==> src/rtl/jtag_scan_master.sv <==
// JTAG initiator: replays TAP_RESET / IR scan / DR scan / idle-clock TMS sequences on
// TCK/TMS/TDI and captures TDO over the shift window into a single response word.
module jtag_scan_master #(
  parameter int unsigned CLK_DIV = 2,
  parameter int unsigned MAX_LEN = 64,
  parameter int unsigned LEN_W   = $clog2(MAX_LEN)
) (
  input  logic               clk_i,
  input  logic               rst_i,
  input  logic               cmd_valid_i,
  output logic               cmd_ready_o,
  input  logic [1:0]         cmd_op_i,
  input  logic [LEN_W-1:0]   cmd_len_i,
  input  logic [MAX_LEN-1:0] cmd_tdi_i,
  output logic               rsp_valid_o,
  input  logic               rsp_ready_i,
  output logic [MAX_LEN-1:0] rsp_tdo_o,
  output logic               busy_o,
  output logic               tck_o,
  output logic               tms_o,
  output logic               tdi_o,
  input  logic               tdo_i
);

  localparam int unsigned DIV_W = (CLK_DIV > 1) ? $clog2(CLK_DIV) : 1;
  localparam logic [DIV_W-1:0] DivLast = DIV_W'(CLK_DIV - 1);
  localparam logic [DIV_W-1:0] DivOne  = DIV_W'(1);
  localparam logic [LEN_W:0]   BitOne  = {{LEN_W{1'b0}}, 1'b1};

  typedef enum logic [2:0] {StIdle, StPre, StShift, StPost, StResp} state_e;
  typedef enum logic [1:0] {OpTapReset, OpIrScan, OpDrScan, OpIdleClk} op_e;

  state_e             state_q;
  op_e                op_q;
  logic [LEN_W-1:0]   len_q;
  logic [MAX_LEN-1:0] tdi_q;
  logic [DIV_W-1:0]   div_q;
  logic [2:0]         step_q;
  logic [LEN_W:0]     bit_q;

  state_e             nxt_state;
  logic [2:0]         nxt_step;
  logic [LEN_W:0]     nxt_bit;
  logic               nxt_tms;
  logic               nxt_tdi;
  logic               capture;

  assign cmd_ready_o = ~busy_o;

  // Index of the last preamble step; TAP_RESET replays its whole pattern here.
  function automatic logic [2:0] pre_last(op_e op);
    logic [2:0] r;
    case (op)
      OpTapReset: r = 3'd5;
      OpIrScan:   r = 3'd3;
      OpDrScan:   r = 3'd2;
      default:    r = 3'd0;
    endcase
    return r;
  endfunction

  function automatic logic pos_tms(op_e op, state_e st, logic [2:0] step,
                                   logic [LEN_W:0] idx, logic [LEN_W-1:0] len);
    logic t;
    t = 1'b0;
    case (st)
      StPre: begin
        case (op)
          OpTapReset: t = (step != 3'd5);
          OpIrScan:   t = (step < 3'd2);
          OpDrScan:   t = (step == 3'd0);
          default:    t = 1'b0;
        endcase
      end
      StShift: t = (op != OpIdleClk) && (idx == {1'b0, len});
      StPost:  t = (step == 3'd0);
      default: t = 1'b0;
    endcase
    return t;
  endfunction

  // Position of the TCK bit that follows the current one.
  always_comb begin
    nxt_state = state_q;
    nxt_step  = step_q;
    nxt_bit   = bit_q;
    case (state_q)
      StPre: begin
        if (step_q == pre_last(op_q)) begin
          if (op_q == OpTapReset) begin
            nxt_state = StResp;
          end else begin
            nxt_state = StShift;
            nxt_bit   = '0;
          end
        end else begin
          nxt_step = step_q + 3'd1;
        end
      end
      StShift: begin
        if (bit_q == {1'b0, len_q}) begin
          if (op_q == OpIdleClk) begin
            nxt_state = StResp;
          end else begin
            nxt_state = StPost;
            nxt_step  = 3'd0;
          end
        end else begin
          nxt_bit = bit_q + BitOne;
        end
      end
      StPost: begin
        if (step_q == 3'd1) begin
          nxt_state = StResp;
        end else begin
          nxt_step = step_q + 3'd1;
        end
      end
      default: ;
    endcase
    nxt_tms = pos_tms(op_q, nxt_state, nxt_step, nxt_bit, len_q);
    nxt_tdi = (nxt_state == StShift) && (op_q inside {OpIrScan, OpDrScan}) &&
              tdi_q[nxt_bit[LEN_W-1:0]];
    capture = (state_q == StShift) && (op_q inside {OpIrScan, OpDrScan});
  end

  always_ff @(posedge clk_i) begin
    if (rst_i) begin
      state_q     <= StIdle;
      op_q        <= OpTapReset;
      len_q       <= '0;
      tdi_q       <= '0;
      div_q       <= '0;
      step_q      <= '0;
      bit_q       <= '0;
      busy_o      <= 1'b0;
      rsp_valid_o <= 1'b0;
      rsp_tdo_o   <= '0;
      tck_o       <= 1'b0;
      tms_o       <= 1'b1;
      tdi_o       <= 1'b0;
    end else begin
      case (state_q)
        StIdle: begin
          if (cmd_valid_i && cmd_ready_o) begin
            op_q      <= op_e'(cmd_op_i);
            len_q     <= cmd_len_i;
            tdi_q     <= cmd_tdi_i;
            div_q     <= '0;
            step_q    <= '0;
            bit_q     <= '0;
            busy_o    <= 1'b1;
            rsp_tdo_o <= '0;
            tck_o     <= 1'b0;
            // Every sequence opens with TMS=1 except idle clocking; no op drives TDI first.
            tms_o     <= (cmd_op_i != 2'b11);
            tdi_o     <= 1'b0;
            state_q   <= (cmd_op_i == 2'b11) ? StShift : StPre;
          end
        end
        StPre, StShift, StPost: begin
          if (div_q == DivLast) begin
            div_q <= '0;
            if (!tck_o) begin
              tck_o <= 1'b1;
              if (capture) rsp_tdo_o[bit_q[LEN_W-1:0]] <= tdo_i;
            end else begin
              tck_o   <= 1'b0;
              state_q <= nxt_state;
              step_q  <= nxt_step;
              bit_q   <= nxt_bit;
              if (nxt_state == StResp) begin
                rsp_valid_o <= 1'b1;
                tdi_o       <= 1'b0;
              end else begin
                tms_o <= nxt_tms;
                tdi_o <= nxt_tdi;
              end
            end
          end else begin
            div_q <= div_q + DivOne;
          end
        end
        StResp: begin
          if (rsp_ready_i) begin
            rsp_valid_o <= 1'b0;
            busy_o      <= 1'b0;
            state_q     <= StIdle;
          end
        end
        default: state_q <= StIdle;
      endcase
    end
  end

endmodule

==> config.mk <==
export PLATFORM = sky130hd
export DESIGN_NAME = jtag_scan_master
export DESIGN_NICKNAME = d
export VERILOG_FILES = /design/src/rtl/jtag_scan_master.sv
export SDC_FILE = /design/constraint.sdc
export NUM_CORES = 1
export LEC_CHECK = 0
export ABC_CLOCK_PERIOD_IN_PS = 3500
export BUFFER_PORTS_ARGS = -buffer_cell sky130_fd_sc_hd__buf_2
export CAP_MARGIN = 10
export CELL_PAD_IN_SITES_DETAIL_PLACEMENT = 1
export CELL_PAD_IN_SITES_GLOBAL_PLACEMENT = 2
export CORE_ASPECT_RATIO = 0.6
export CORE_MARGIN = 2
export CORE_UTILIZATION = 31
export CTS_CLUSTER_SIZE = 14
export DETAILED_ROUTE_END_ITERATION = 8
export PLACE_DENSITY_LB_ADDON = 0.1
export SLEW_MARGIN = 20
export SYNTH_ARGS = -nofsm -noshare
export SYNTH_HDL_FRONTEND = slang
export SYNTH_SLANG_ARGS = --single-unit
==> constraint.sdc <==
create_clock -name clk_i -period 3.5 [get_ports clk_i]
set_clock_uncertainty 0.2 [all_clocks]
set_input_delay 0.7 -clock clk_i [delete_from_list [all_inputs] [get_ports clk_i]]
set_output_delay 0.7 -clock clk_i [all_outputs]
set_load 0.01 [all_outputs]
# After elaboration in Yosys (flattened, before gate mapping)
# Index checks and enable logic that the tools add are counted.
# totals
in_bits	77
word_cells	136
out_inout_bits	70
register_bits	155
# op_classes
n_reduce_logical	23
bitwise_logic	1
n_mux	65
add_sub_neg	3
n_lt_le_gt_ge	4
n_eq_ne	27
# ops
operator	count
64-bit two-way mux	4
64-bit case mux with 2 select lines	1
64-bit bitwise mux	1
3-bit two-way mux	17
7-bit two-way mux	6
3-bit case mux with 3 select lines	4
7-bit case mux with 2 select lines	2
2-bit != test, second input constant	10
1-bit two-way mux	18
5-bit AND reduction	3
7-bit by 6-bit equality test with 1-bit output	2
6-bit by 7-bit < comparator with 1-bit output, second input constant	2
3-bit by 2-bit equality test with 1-bit output, second input constant	4
1-bit case mux with 2 select lines	6
3-bit by 1-bit equality test with 1-bit output, second input constant	3
4-bit AND reduction	2
2-bit nonzero test	4
7-bit by 1-bit adder with 7-bit output, second input constant	1
1-bit binary-select mux with 6-bit select	1
1-bit demux with 6-bit select	1
2-bit equality test, second input constant	3
3-bit equality test, second input constant	2
6-bit by 1-bit >= comparator with 1-bit output, second input constant	1
1-bit logical AND	6
15 further kinds	19

# Depth between registers and ports, before layout
# Gate-level depths: netlist of the first run.
# logic_depth
word_depth	13
mapped_depth	13
ltp_nobuf	11

# Worst setup path after synthesis of the first run
# No wires, ideal clock.
# synth_timing
path_type	flip-flop to flip-flop
startpoint	register bit_q[0]
endpoint	register tdi_o
required_time_ns	3.239
setup_time_ns	0.061
path_buffers	2
arrival_ns	2.799
period_less_slack_ns	3.060
stages_incl_launch_ff	12
setup_slack_ns	0.440
path_cell_list	dfxtp_1 -> buf_2 -> xor2_1 -> or4_4 -> o21ai_4 -> mux2i_2 -> buf_6 -> mux2i_1 -> mux2_2 -> a221o_1 -> nand4_1 -> and4_1
# synth_between
elab_chain_cells	10
word_cells_on_any_way	18
cone_classes	add/sub: 1; eq/ne: 3; mux: 12; reduce/logical: 2
# synth_lines
element	line	source
from (decl)	39	logic [LEN_W:0] bit_q;
from (signal assigned)	171	bit_q <= nxt_bit;
7-bit by 1-bit adder with 7-bit output (tied with other cells)	109	nxt_bit = bit_q + BitOne;
7-bit two-way mux (tied with other cells)	101	if (bit_q == {1'b0, len_q}) begin
7-bit case mux with 2 select lines / 3-bit case mux with 3 select lines (equally long branches)	87	case (state_q)
1-bit binary-select mux with 6-bit select / 3-bit by 2-bit equality test with 1-bit output (equally long branches)	123, 122	
1-bit two-way mux (implied by the code) / 1-bit logical AND (equally long branches)	123, 122	
1-bit logical AND	122	nxt_tdi = (nxt_state == StShift) && (op_q inside {OpIrScan, OpDrScan}) &&
1-bit two-way mux *	172	if (nxt_state == StResp) begin
1-bit two-way mux *	164	if (!tck_o) begin
1-bit two-way mux *	162	if (div_q == DivLast) begin
1-bit case mux with 2 select lines *	143	case (state_q)
to (signal assigned)	177	tdi_o <= nxt_tdi;
to (decl)	21	output logic tdi_o,
# Every way passes the cells marked *; elsewhere a longest branch is shown, timed or not. The select of a mux whose other input is x is not followed.
# A chain may end at the register's enable or synchronous reset.

# Worst setup path after layout of the first run
# layout_timing
startpoint	register len_q[3]
endpoint	register tdi_o
# layout_between
elab_chain_cells	10
word_cells_on_any_way	15
cone_classes	eq/ne: 3; mux: 10; reduce/logical: 2
# layout_lines
element	line	source
from (decl)	35	logic [LEN_W-1:0] len_q;
from (signal assigned)	147	len_q <= cmd_len_i;
7-bit by 6-bit equality test with 1-bit output *	101	
7-bit two-way mux / 3-bit two-way mux (equally long branches)	101	
7-bit case mux with 2 select lines / 3-bit case mux with 3 select lines (equally long branches)	87	
1-bit binary-select mux with 6-bit select / 3-bit by 2-bit equality test with 1-bit output (equally long branches)	123, 122	
1-bit two-way mux (implied by the code) / 1-bit logical AND (equally long branches)	123, 122	
1-bit logical AND	122	
1-bit two-way mux *	172	
1-bit two-way mux *	164	
1-bit two-way mux *	162	
1-bit case mux with 2 select lines *	143	
# Marks and branches as above.

==> metrics.txt, run 1 <==
actual slew at the worst max-slew pin 1000 ps; Cell Rows 44; Hold Crit Class flip-flop to flip-flop; number of remaining DRC errors 0; Avg Inst Size Synth 7.43 um^2; synthesized area 0.00764 mm^2; Async SR Flop Fraction 0%; Syn Inst Count 1028; compound-gate portion of the synthesized area 29.7%; PD cells 472 mW/mm^2; layout net count 1258; critical path type flip-flop to flip-flop; min Tclk post-route 3330 ps; final hold vios 0; Clock transition at path regs 70 ps; register area share after synthesis 40.6%; leak pwr 3.81 nW; R2R depth 10; most common cell in the netlist nand2_1; Vias/cell 5.26; Critical Path End Type flip-flop; Synth area leaders dfxtp_1, a21oi_1, nand2_1; setup TNS 0 ps; max-slew violations 0; layout cells sized above 1 22.4%; clk_lat worst skew 450 ps; Final HPWL DP 20.5 mm; Die Y 126 um; clk buf depth 2; Critical Path Fanout Max 13; Synth Flop Type dfxtp_1; mux cell area share after synthesis 2.46%; Core Box Area 0.0242 mm^2; drt initial violations 546; vias 7926; first-pass GRT wire length 45.2 mm; Root Driver clkbuf_16; CTS Hold Buffers Added 0; synthesized net count 1113; CTS buffer count 17; met1 usage 37.2%; Unique masters post-synth 69; Synth Area in XOR/XNOR 1.49%; pin count of the biggest net entering global routing 86; met2 Use GR 28.5%; num ports 147; synth cell count leaders nand2_1, a21oi_1, dfxtp_1; fillers 2973; H-tree depth 4; RSZ-0062 raised after global routing no; fmax 300 MHz; Synth warnings 0; layer with the highest usage met1; GPL Wtd Cong 0.883; synth-to-layout area growth 25.7%; Die W 207 um; VDD IR max 0.000321 V; Hold Path Depth 2; vias in the first global route 7738; worst setup margin 170 ps; initial core utilization 31.6%; Worst EP required 3700 ps; Post-Synth Simple-Gate Area 18.9%; Tot GR Track Use 22.6%; fin crit share 95.1%; full die area 0.0260 mm^2; Worst EP arrival 3530 ps; Avg WL per Cell 19.1 um; Max-slew headroom 32.7%; DRT antenna net count 0; IO Port Bufs 146; diode count 0; Yosys reg bits 155; final setup violation count 0; final global-route overflow total 0; CTS tree done; crit start category flip-flop; # clock sinks 155; initial antenna violation count 0; routed wire length 28.8 mm; number of flops mapped to enable cells by yosys 0; share of the synthesized area in the top cell type 40.6%; status completed; Synth Area in Adders 1.31%; M3 GR Usage 4.43%; largest family of logic cells by synthesized area compound AO/OA/AOI/OAI gates; dominant cell type by area after synthesis dfxtp_1; Initial DRT Pass Iterations 5; DP Worst Slack 43.2 ps; max capacitance violation total 0
[what timing repair did]
item | CTS | global route
setup endpoints to repair | 0 | 2
buffers inserted | 0 | 4
gates resized for setup | 0 | 14
[power by group]
part / switching, mW / leakage [nW] / internal, mW
Combinational: 0.446 / 2.26 / 0.231
Sequential: 0.0693 / 1.26 / 1.85
Clock: 0.787 / 0.286 / 1.15
Total: 1.30 / 3.81 / 3.23
[cell type report]
cell class	count	area, um^2	share of cell area, %
clock buffers	21	460	4.80
repair buffers	211	1250	13.0
well taps	322	403	4.20
clock inverters	10	140	1.46
flip-flops and latches	155	3100	32.3
inverters	15	56.3	0.586
multi-input cells	773	4190	43.6
[layout by cell type (no fill, tap or decap), types with 4 or more instances in the layout]
cell type / instances
mux2i_1: 14
a22oi_1: 8
xor2_1: 5
buf_2: 145
o21ai_0: 83
nor2_1: 20
nor3_1: 11
and3_1: 7
o211ai_1: 5
nand4_1: 5
nor2b_1: 10
a311oi_1: 4
nand2_1: 246
dfxtp_1: 154
clkbuf_16: 17
a21oi_1: 231
a211oi_1: 6
a22o_1: 5
nand3_1: 7
inv_1: 15
ha_1: 7
o31ai_1: 4
a31oi_1: 5
xnor2_1: 7
buf_4: 64
nor3b_1: 5
[flip-flops by register name, indices dropped and copies added, names as in the netlist]
signal       count
rsp_tdo_o       64
tdi_q           64
bit_q            7
len_q            6
state_q          3
step_q           3
op_q             2
busy_o           1
div_q            1
rsp_valid_o      1
tck_o            1
tdi_o            1
tms_o            1
[through the flow]
stage	total power, mW	area, um^2	util [%]	instances	hold slack, ps
detailed placement	2.62	8920	36.9	1472	250
floorplan	2.37	7640	-	1028	232
CTS	4.57	9520	39.4	1503	259
global route	4.75	9600	39.7	1507	279
finish	4.53	9600	39.7	1507	257
global placement	2.62	8920	36.9	1472	246
[critical path: stages (launching register included)]
cell and delay (ps):
dfxtp_1 340, xor2_1 200, or4_4 610, o21ai_4 250
mux2i_4 370, buf_4 270, a211oi_1 110, a2111oi_2 360
o21ai_0 150, o211ai_1 180, and4_1 230
[final timing paths]
path	to	slack [ps]	startpoint
max	tdi_o	170	len_q[3]
min	tdi_q[31]	260	tdi_q[31]
max reg2reg	tdi_o	170	len_q[3]
min reg2reg	tdi_q[31]	260	tdi_q[31]
[cells by family (layout without fill, tap and decap cells)]
logic type	count (synthesis)	count (layout)
muxes	18	18
AOI/OAI and AO/OA	398	398
and+or+nand+nor	336	336
buffers and inverters	100	257
adders and majority gates	8	8
xor gates and xnor gates	13	13
DFF	155	155
[per-layer routing]
metal  wire [um]  vias to the layer above
li1            -                     3905
met5           0                        -
met1       16300                     3831
met4         286                        0
met3        1280                       20
met2       10900                      170
Power figures use the tool's default switching activity.
==> run 2: changes to the inputs <==
==> constraint.sdc (replaced) <==
create_clock -name clk_i -period 3.5 [get_ports clk_i]
set_clock_uncertainty 0.2 [all_clocks]
set_input_delay 0.175 -clock clk_i [delete_from_list [all_inputs] [get_ports clk_i]]
set_output_delay 0.175 -clock clk_i [all_outputs]
set_load 0.01 [all_outputs]
==> metrics.txt, run 2 (same netlist as run 1, synthesis figures left out) <==
Final HPWL DP 20.7 mm; vias in the first global route 7998; leak pwr 4.13 nW; setup TNS 0 ps; commonest non-fill, non-tap cell in the layout nand2_1; crit start category flip-flop; worst min-delay path startpoint rst_i; drt initial violations 475; Critical Path Fanout Max 15; Crit Reg-Reg Startpoint len_q[3]; first-pass GRT wire length 46.3 mm; Max-slew headroom 30.0%; most frequent cells in the layout nand2_1, a21oi_1, dfxtp_1, buf_2, o21ai_0; Worst R2R End tdi_o; fmax 302 MHz; initial core utilization 31.6%; CTS buffer count 17; final hold vios 0; layout cells sized above 1 21.4%; Core Box Area 0.0242 mm^2; Hold Crit Class primary input to flip-flop; Clock transition at path regs 70 ps; IO Port Bufs 146; Largest regs rsp_tdo_o (64), tdi_q (64), bit_q (7); max capacitance violation total 0; Root Driver clkbuf_16; synth-to-layout area growth 35.4%; Finished Cell Area 0.0103 mm^2; Hold Path Depth 4; Cells after DPL 1476; final setup violation count 0; pin count of the biggest net entering global routing 87; num ports 147; clk_lat worst skew 440 ps; Reg2Reg Setup Slack 190 ps; clk buf depth 2; Endpoint, Worst Hold step_q[2]; PD cells 434 mW/mm^2; Die W 207 um; number of remaining DRC errors 0; Worst EP required 3630 ps; status completed; R2R depth 10; Initial DRT Pass Iterations 5; DRT antenna net count 0; critical path type flip-flop to flip-flop; Avg WL per Cell 18.8 um; fin crit share 94.5%; fillers 2989; routed wire length 29.8 mm; CTS tree done; post-route insts no fill 1588; initial antenna violation count 0; max-slew violations 0; diode count 0; actual slew at the worst max-slew pin 1040 ps; min Tclk post-route 3310 ps; Die Y 126 um; vias 8193; Worst EP arrival 3440 ps; Cell Rows 44; GPL Wtd Cong 0.888; layout net count 1338; # clock sinks 155; Vias/cell 5.16; Tot Pwr 4.48 mW; final global-route overflow total 0; RSZ-0062 raised after global routing no; final core occ 42.8%; H-tree depth 4; Tot GR Track Use 23.2%; Critical Path End Type flip-flop; VDD IR max 0.000287 V; full die area 0.0260 mm^2; dpl cell area 0.00894 mm^2
[run 2: cell count changes in the layout (fill, tap and decap cells not counted), sizes merged]
cell         before  now
clkbuf           21   23
bufinv            3    1
buf             211  218
dlygate4sd3       0   73
clkinv            3    4
[run 2: worst max path at each step]
stage	start	end	slack [ps]	cells after the start
floorplan	bit_q[0]	tdi_o	440	11
global placement	op_q[0]	tdi_o	160	12
detailed placement	op_q[0]	tdi_o	30	12
CTS	op_q[0]	tdi_o	5	12
global route	len_q[3]	tdi_o	4	10
finish	len_q[3]	tdi_o	190	10
[run 2: final cells by class]
| class | count | area [um^2] | area share [%] |
|---|---|---|---|
| sequential | 155 | 3100 | 30.0 |
| tap | 322 | 403 | 3.90 |
| timing repair buffer | 291 | 2020 | 19.6 |
| multi-input combinational | 773 | 4200 | 40.6 |
| clock buffer | 23 | 468 | 4.52 |
| clock inverter | 9 | 88.8 | 0.859 |
| inverter | 15 | 56.3 | 0.544 |
[run 2: per-layer routing]
layer / routed length (um) / part of all wire (%) / track usage [%] / vias up
li1: - / - / - / 4068
met1: 16400 / 55 / 36.7 / 3968
met2: 12000 / 40 / 31.7 / 145
met3: 1150 / 3.9 / 4.17 / 12
met4: 210 / 0.71 / 5.17 / 0
met5: 0 / 0 / 0 / -
[run 2: per-stage QoR]
stage | worst slack, ps | hold slack [ps]
2_1_floorplan | 440 | 111
3_3_place_gp | 156 | 218
3_5_place_dp | 27.1 | 225
4_1_cts | 4.53 | 43.6
5_1_grt | 3.98 | 54.3
6_report | 193 | 63.1
[run 2: report_power, final]
| part | internal, mW | switching (mW) |
|---|---|---|
| Clock | 1.02 | 0.801 |
| Combinational | 0.290 | 0.461 |
| Sequential | 1.85 | 0.0688 |
[run 2: worst max-delay path: stages (launching register included)]
cell       delay (ps)
dfxtp_1           350
xor2_1            200
or4_4             610
o21ai_4           250
mux2i_4           320
buf_8             210
mux2i_1           210
a221oi_1          100
a2111oi_1         390
o211ai_1          150
and4_1            200
[run 2: timing repair]
item	4_1_cts	5_1_grt
endpoints found under the setup margin	0	2
hold buffers	73	0
endpoints found under the hold margin	76	0
resized for setup	0	17
buffers inserted	0	7
